===== src/rtl/usr_pkg.sv =====
// Shared opcode and FSM state definitions for the universal shift sequencer family.
package usr_pkg;

  typedef enum logic [2:0] {
    OP_NOP   = 3'b000,
    OP_LOAD  = 3'b001,
    OP_SHL   = 3'b010,
    OP_SHR   = 3'b011,
    OP_ROL   = 3'b100,
    OP_ROR   = 3'b101,
    OP_ASR   = 3'b110,
    OP_CLEAR = 3'b111
  } op_t;

  typedef enum logic [1:0] {
    ST_IDLE  = 2'b00,
    ST_SHIFT = 2'b01,
    ST_DONE  = 2'b10
  } state_t;

  // Multi-cycle ops are the ones that consume a shift amount.
  function automatic logic is_step_op(input op_t op);
    logic r;
    case (op)
      OP_SHL, OP_SHR, OP_ROL, OP_ROR, OP_ASR: r = 1'b1;
      default:                                r = 1'b0;
    endcase
    return r;
  endfunction

endpackage


===== src/rtl/usr_shift_step.sv =====
// Combinational single-bit step of the universal shifter; reusable for any width N.
module usr_shift_step
  import usr_pkg::*;
#(
  parameter int N = 8
) (
  input  logic [N-1:0] q,
  input  op_t          op,
  input  logic         sin_l,
  input  logic         sin_r,
  output logic [N-1:0] next_q,
  output logic         out_bit
);

  // One step of the selected shift/rotate; non-shift ops pass q through.
  always_comb begin
    next_q  = q;
    out_bit = 1'b0;
    case (op)
      OP_SHL: begin
        next_q  = {q[N-2:0], sin_r};
        out_bit = q[N-1];
      end
      OP_SHR: begin
        next_q  = {sin_l, q[N-1:1]};
        out_bit = q[0];
      end
      OP_ROL: begin
        next_q  = {q[N-2:0], q[N-1]};
        out_bit = q[N-1];
      end
      OP_ROR: begin
        next_q  = {q[0], q[N-1:1]};
        out_bit = q[0];
      end
      OP_ASR: begin
        next_q  = {q[N-1], q[N-1:1]};
        out_bit = q[0];
      end
      default: begin
        next_q  = q;
        out_bit = 1'b0;
      end
    endcase
  end

endmodule


===== src/rtl/univ_shift_seq.sv =====
// Sequenced universal shift register: one op per start, multi-cycle shift-by-amount,
// start/busy/done handshake with registered outputs.
module univ_shift_seq
  import usr_pkg::*;
#(
  parameter int N     = 8,
  parameter int CNT_W = $clog2(N) + 1
) (
  input  logic             clk,
  input  logic             reset,
  input  logic             start,
  input  logic [2:0]       op,
  input  logic [CNT_W-1:0] amt,
  input  logic [N-1:0]     d,
  input  logic             sin_r,
  input  logic             sin_l,
  output logic [N-1:0]     q,
  output logic             sout,
  output logic             busy,
  output logic             done
);

  localparam logic [CNT_W-1:0] CNT_ZERO = CNT_W'(0);
  localparam logic [CNT_W-1:0] CNT_ONE  = CNT_W'(1);

  state_t           state_q;
  op_t              op_q;
  logic [CNT_W-1:0] cnt_q;
  logic [N-1:0]     q_q;
  logic             sout_q;
  logic             busy_q;
  logic             done_q;

  logic [N-1:0]     step_q_d;
  logic             step_out_d;
  op_t              op_in_s;

  assign op_in_s = op_t'(op);

  usr_shift_step #(.N(N)) u_step (
    .q       (q_q),
    .op      (op_q),
    .sin_l   (sin_l),
    .sin_r   (sin_r),
    .next_q  (step_q_d),
    .out_bit (step_out_d)
  );

  // Control FSM, down-counter and datapath registers.
  always_ff @(posedge clk or negedge reset) begin
    if (!reset) begin
      state_q <= ST_IDLE;
      op_q    <= OP_NOP;
      cnt_q   <= CNT_ZERO;
      q_q     <= {N{1'b0}};
      sout_q  <= 1'b0;
      busy_q  <= 1'b0;
      done_q  <= 1'b0;
    end else begin
      done_q <= 1'b0;
      case (state_q)
        ST_IDLE: begin
          if (start) begin
            op_q <= op_in_s;
            case (op_in_s)
              OP_LOAD: begin
                q_q     <= d;
                state_q <= ST_DONE;
              end
              OP_CLEAR: begin
                q_q     <= {N{1'b0}};
                state_q <= ST_DONE;
              end
              OP_NOP: begin
                state_q <= ST_DONE;
              end
              default: begin
                if (is_step_op(op_in_s) && (amt != CNT_ZERO)) begin
                  cnt_q   <= amt;
                  busy_q  <= 1'b1;
                  state_q <= ST_SHIFT;
                end else begin
                  state_q <= ST_DONE;
                end
              end
            endcase
          end else begin
            state_q <= ST_IDLE;
          end
        end
        ST_SHIFT: begin
          q_q    <= step_q_d;
          sout_q <= step_out_d;
          cnt_q  <= cnt_q - CNT_ONE;
          // The step taken with one count left is the last one.
          if (cnt_q == CNT_ONE) begin
            busy_q  <= 1'b0;
            state_q <= ST_DONE;
          end else begin
            state_q <= ST_SHIFT;
          end
        end
        ST_DONE: begin
          done_q  <= 1'b1;
          state_q <= ST_IDLE;
        end
        default: begin
          busy_q  <= 1'b0;
          cnt_q   <= CNT_ZERO;
          state_q <= ST_IDLE;
        end
      endcase
    end
  end

  assign q    = q_q;
  assign sout = sout_q;
  assign busy = busy_q;
  assign done = done_q;

endmodule


===== config.mk =====
export PLATFORM = sky130hd
export DESIGN_NAME = univ_shift_seq
export DESIGN_NICKNAME = d
export VERILOG_FILES = /design/src/rtl/usr_pkg.sv /design/src/rtl/usr_shift_step.sv /design/src/rtl/univ_shift_seq.sv
export SDC_FILE = /design/constraint.sdc
export NUM_CORES = 1
export LEC_CHECK = 0
export BUFFER_PORTS_ARGS = -buffer_cell sky130_fd_sc_hd__buf_2
export CORE_ASPECT_RATIO = 0.5
export CORE_MARGIN = 5
export CORE_UTILIZATION = 49
export DETAILED_ROUTE_END_ITERATION = 12
export PLACE_DENSITY = 0.75
export SYNTH_ARGS = -nofsm -noshare
export SYNTH_HDL_FRONTEND = slang
export SYNTH_HIERARCHICAL = 1
export SYNTH_SLANG_ARGS = --single-unit
export TNS_END_PERCENT = 100

===== constraint.sdc =====
create_clock -name clk -period 1.6 [get_ports clk]
set_input_delay 0.08 -clock clk [delete_from_list [all_inputs] [get_ports clk]]
set_output_delay 0.08 -clock clk [all_outputs]
set_load 0.05 [all_outputs]

# Word-level counts from Yosys, hierarchy flattened
# Cells that the tools add are included.
[word_totals]
register_bits = 20
latch_bits = 0
ramBits = 0
romBits = 0
inputBits = 20
output_inout_bits = 11
wordCells = 71
memories = 0
[op_classes]
n_addsub = 1
n_mul = 0
n_div = 0
magnitude_cmp = 0
n_eq_ne = 23
shifts = 0
muxes = 24
bitwise_logic = 1
n_reduce_logical = 14
[ops]
columns = ["cell", "n"]
rows = [
  ["8-bit one-hot mux with 5 select lines", 1],
  ["8-bit one-hot mux with 2 select lines", 2],
  ["3-bit == test (second input constant)", 7],
  ["3-bit by 2-bit == test with 1-bit output (second input constant)", 4],
  ["4-bit two-way mux", 3],
  ["4-bit one-hot mux with 3 select lines", 1],
  ["2-bit inequality test (second input constant)", 5],
  ["5-bit AND reduction", 2],
  ["1-bit two-way mux", 9],
  ["2-bit two-way mux", 4],
  ["8-bit two-way mux", 1],
  ["4-bit AND reduction", 2],
  ["6-bit by 1-bit inequality test with 1-bit output (second input constant)", 1],
  ["3-bit OR reduction", 2],
  ["5-bit by 1-bit inequality test with 1-bit output (second input constant)", 1],
  ["5-bit OR reduction", 1],
  ["4-bit by 1-bit == test with 1-bit output (second input constant)", 1],
  ["2-bit one-hot mux with 2 select lines", 1],
  ["4-bit nonzero test", 1],
  ["4-bit by 1-bit subtractor with 4-bit output (second input constant)", 1],
  ["3-bit by 1-bit == test with 1-bit output (second input constant)", 1],
  ["3-bit logical NOT", 1],
  ["3-bit by 1-bit inequality test with 1-bit output (second input constant)", 1],
  ["1-bit one-hot mux with 3 select lines", 1],
  ["9 further kinds", 9],
]

# Logic depth before layout (Yosys ltp)
[depth]
ltp_word = 11
depth_mapped = 8
depth_no_buf = 6

# By module
# Netlist, hierarchy kept.
[modules_own_cells]
columns = ["module", "n_inst", "cells_per_inst", "area_per_inst_um2", "seq_area_each_um2"]
rows = [
  ["univ_shift_seq", 1, 106, 1189.9, 500.5],
  ["usr_shift_step", 1, 47, 352.8, 0.0],
]

# Worst setup path before layout
# No wires, ideal clock.
[synth_path]
path_type = "reg2reg"
from = "register q_q[4], in the netlist q[4]"
to = "register q_q[3], in the netlist q[3]"
setup_time_ns = 0.134
arrival_ns = 1.529
t_required_ns = 1.466
slack_ns = -0.064
path_stages_with_launch = 7
path_buffers = 0
period_less_slack_ns = 1.664
path_cell_list = "dfrtp_1 nand2b_1 o211a_1 a221o_1 and3b_1 a31oi_1 mux2i_1"
[synth_via]
elab_chain_len = 2
[synth_rtl]
columns = ["item", "line", "rtl"]
rows = [
  ["from (decl)", "univ_shift_seq.sv:29", "logic [N-1:0] q_q;"],
  ["from (signal assigned)", "univ_shift_seq.sv:55", "q_q <= {N{1'b0}};"],
  ["from (signal assigned)", "univ_shift_seq.sv:71", "q_q <= {N{1'b0}};"],
  ["from (signal assigned)", "univ_shift_seq.sv:92", "q_q <= step_q_d;"],
  ["8-bit one-hot mux with 5 select lines", "usr_shift_step.sv:19", "case (op)"],
  ["via step_q_d[3]", "univ_shift_seq.sv:34", "logic [N-1:0] step_q_d;"],
  ["8-bit one-hot mux with 2 select lines", "univ_shift_seq.sv:61", "case (state_q)"],
]
# The timed path passes the listed nets, and every way through them passes these cells.
# A chain may end at the register's enable or synchronous reset.

# Worst setup path after layout
[layout_path]
from = "register op_q[2]"
to = "register q_q[7], in the netlist q[7]"
[layout_via]
elab_chain_len = 3
elab_cells_between_ends = 10
cone_classes = "eq/ne: 7; mux: 2; reduce/logical: 1"
[layout_rtl]
columns = ["item", "line", "rtl"]
rows = [
  ["from (decl)", "univ_shift_seq.sv:27", "op_t op_q;"],
  ["from (signal assigned)", "univ_shift_seq.sv:64", "op_q <= op_in_s;"],
  ["3-bit == test or 3-bit by 2-bit == test with 1-bit output (tied branches)", "usr_shift_step.sv:19", ""],
  ["8-bit one-hot mux with 5 select lines (*)", "usr_shift_step.sv:19", ""],
  ["via step_q_d[7]", "univ_shift_seq.sv:34", ""],
  ["8-bit one-hot mux with 2 select lines (*)", "univ_shift_seq.sv:61", ""],
]
# The timed path passes the listed nets; every way through them passes the cells marked *.

==> results.json <==
{
  "worstRegToRegCells": 7,
  "synth_top_family_by_area": "simple AND/OR/NAND/NOR gates",
  "h-tree-depth": 1,
  "synth_edf_count": 0,
  "cts_buffers": 3,
  "ctsLongestPathBuffers": 2,
  "final-setup-viol-count": 7,
  "start_util_pct": 51.2,
  "worstSetupStartpointType": "flip-flop",
  "grt_antenna_before_repair": 0,
  "antenna_left": 0,
  "syn-num-nets": 175,
  "grt_overflow_total": 0,
  "slew_violations": 0,
  "rsz0062_at_grt": "yes",
  "violations": "setup timing",
  "reg2reg_slack_ns": -0.18,
  "cp_slowest_cell": "dfrtp_2",
  "die_x_um": 89.4,
  "fin_worst_skew_ns": 0.00173,
  "ys_warn_count": 6,
  "area_growth_pct": 29.8,
  "cpPeakStageDelay_ns": 0.53,
  "tritoncts": "done",
  "dp_hpwl_um": 2860,
  "synthMuxAreaShare_pct": 11.4,
  "synth_adder_area_share_pct": 1.62,
  "root_buffer": "clkbuf_8",
  "synth_compound_area_share_pct": 20.7,
  "outcome": "finished, violations left",
  "wirelength_um": 4210,
  "drtPass1Iterations": 4,
  "ys_types": 49,
  "syn-instance-count": 153,
  "reg2reg_to": "q[7]$_DFFE_PN0P_",
  "cts_sinks": 20,
  "hold_path.class": "in2reg",
  "peakVddDrop_uv": 991,
  "netlist_top_cells_count": "20 x dfrtp_1, 14 x inv_1, 13 x mux2i_1",
  "crit_buf_inv": 1,
  "vias": 1425,
  "yosysSeqAreaShare_pct": 32.4,
  "die_area_um2": 4440,
  "yosys.area_share.simple_pct": 23.4,
  "cts.clk_slew.worst_paths_ns": 0.08,
  "synth_most_common_cell": "dfrtp_1",
  "die_h_um": 49.7,
  "drc": 0,
  "synth_top_cell_area_share_pct": 32.4,
  "critPathMaxFanout": 8,
  "ys_ff_latch": 20,
  "cp.arrival_ns": 1.91,
  "grt_pass1_vias": 1425,
  "worstSetupPathType": "reg2reg",
  "synth_top_area_cell": "dfrtp_1",
  "p_leak_nw": 0.955,
  "max_freq_mhz": 562,
  "via_per_inst": 5.86,
  "cap_violations": 0,
  "clk_latency_ns": 0.26,
  "cp_top_family": "compound AO/OA/AOI/OAI gates",
  "grt_max_degree": 21,
  "io-pin-count": 31,
  "fin_ws_ns": -0.180,
  "critical_path_required_ns": 1.73,
  "maxSlewHeadroom_pct": 65.7,
  "drive_above_1_share_pct": 41.9,
  "async_flop_share_pct": 100,
  "final-hold-violation-count": 0,
  "portBuffers": 30,
  "total_power_mw": 4.88,
  "nets": 226,
  "utilization_pct": 66.4,
  "cp-startpoint": "op_q[2]$_DFFE_PN0P_",
  "timing.rr.start": "op_q[2]$_DFFE_PN0P_",
  "antenna_cells": 0,
  "hold_end": "op_q[0]$_DFFE_PN0P_",
  "hp-start": "op[0]",
  "synth_area_um2": 1540,
  "drtIter0Drc": 153,
  "power.density_nw_per_um2": 2440,
  "synth-xor-area-share_pct": 2.76,
  "rows": 14,
  "gp_congestion": 0.892,
  "grt_pass1_wl_um": 6990,
  "wire_per_inst_um": 17.3,
  "worstMarginPinSlew_ns": 0.513,
  "fin_tns_setup_ns": -0.664,
  "path_cells": "buf_4 > nand3b_1 > o21ai_1 > a221o_1 > and3b_1 > a31oi_1 > mux2i_1",
  "hold_path_depth": 2,
  "cp-end-kind": "flip-flop",
  "ys.flop_type": "dfrtp_1",
  "syn_avg_cell_area_um2": 10.1,
  "min_period_ns": 1.78,
  "synthTopCellsByArea": "dfrtp_1 32%, mux2i_1 8.4%, and3b_1 5.1%",
  "fin_crit_sh_pct": 111,
  "globalRouteTotalUtil_pct": 20.0,
  "core_um2": 3010
}
-- flip-flops by register name, indices dropped and copies added (netlist names) --
name / count
done: 1
op_q: 3
state_q: 2
busy: 1
cnt_q: 4
sout: 1
q: 8
-- metrics by stage --
step                hold slack (ns)  worst slack (ns)  std cells  area [um2]
global placement             0.0596           -0.0811        231        1810
CTS                          0.0941           -0.0795        241        1960
detailed placement           0.0660            -0.133        231        1810
floorplan                    -0.216            0.0109        153        1550
finish                        0.103            -0.180        243        2000
global route                  0.120            -0.302        243        2000
-- metal layers --
metal	share of wire (%)	GRT usage (%)
met1	43	28.1
met2	48	30.2
met3	7.3	5.49
met4	1.7	4.95
met5	0	0
-- where the power goes --
| part | internal (mW) | switching (mW) |
|---|---|---|
| registers | 0.763 | 0.403 |
| clock network | 0.334 | 0.185 |
| logic | 1.49 | 1.70 |
-- placed cells by master (no fill, tap or decap), types with 2 or more instances in the layout --
cell / instances
a221o_1: 5
a31oi_1: 9
and3b_1: 8
buf_2: 31
buf_4: 20
buf_6: 4
clkbuf_8: 3
dfrtp_1: 15
dfrtp_2: 5
ha_1: 2
inv_1: 14
mux2_1: 3
mux2i_1: 13
nand2_1: 4
nand2b_1: 3
nand3_1: 4
nand3b_1: 3
nand4_1: 4
nor2_1: 3
nor2_2: 2
nor2b_1: 2
o2111ai_1: 2
o211a_1: 2
o211ai_1: 3
o21ai_1: 3
o311ai_1: 2
o311ai_2: 2
o31ai_1: 2
or2_2: 2
xor2_1: 2
-- layout make-up --
cell class                 count  area [um2]
clock buffer                   3        41.3
tap                           40        50.0
timing repair buffer          56         360
multi-input combinational    109         961
inverter                      14        52.6
fill                         228        1010
clock inverter                 1        30.0
sequential                    20         507
-- kinds of logic (layout without fill, tap and decap cells) --
kind of cell	Yosys count	after routing
compound gates	38	38
buf+inv	24	74
xor+xnor	4	4
simple gates	48	48
fa+ha+maj	2	2
flops	20	20
mux	17	17
-- repair_timing --
action	4_1_cts	5_1_grt
setup endpoints to repair	8	8
endpoints found under the hold margin	20	0
pin swaps	3	5
hold buffers	1	0
setup buffers	5	1
gates resized for setup	10	8
cloned	0	1
-- worst max-delay path by stage --
stage	cells after the start	endpoint	slack, ns
after floorplan	5	q[3]$_DFFE_PN0P_	0.01
after global placement	5	q[1]$_DFFE_PN0P_	-0.08
after detailed placement	6	q[1]$_DFFE_PN0P_	-0.13
after CTS	6	q[2]$_DFFE_PN0P_	-0.08
after global routing	7	q[7]$_DFFE_PN0P_	-0.30
final	7	q[7]$_DFFE_PN0P_	-0.18
Note: power is estimated with default switching activity, not from simulation.
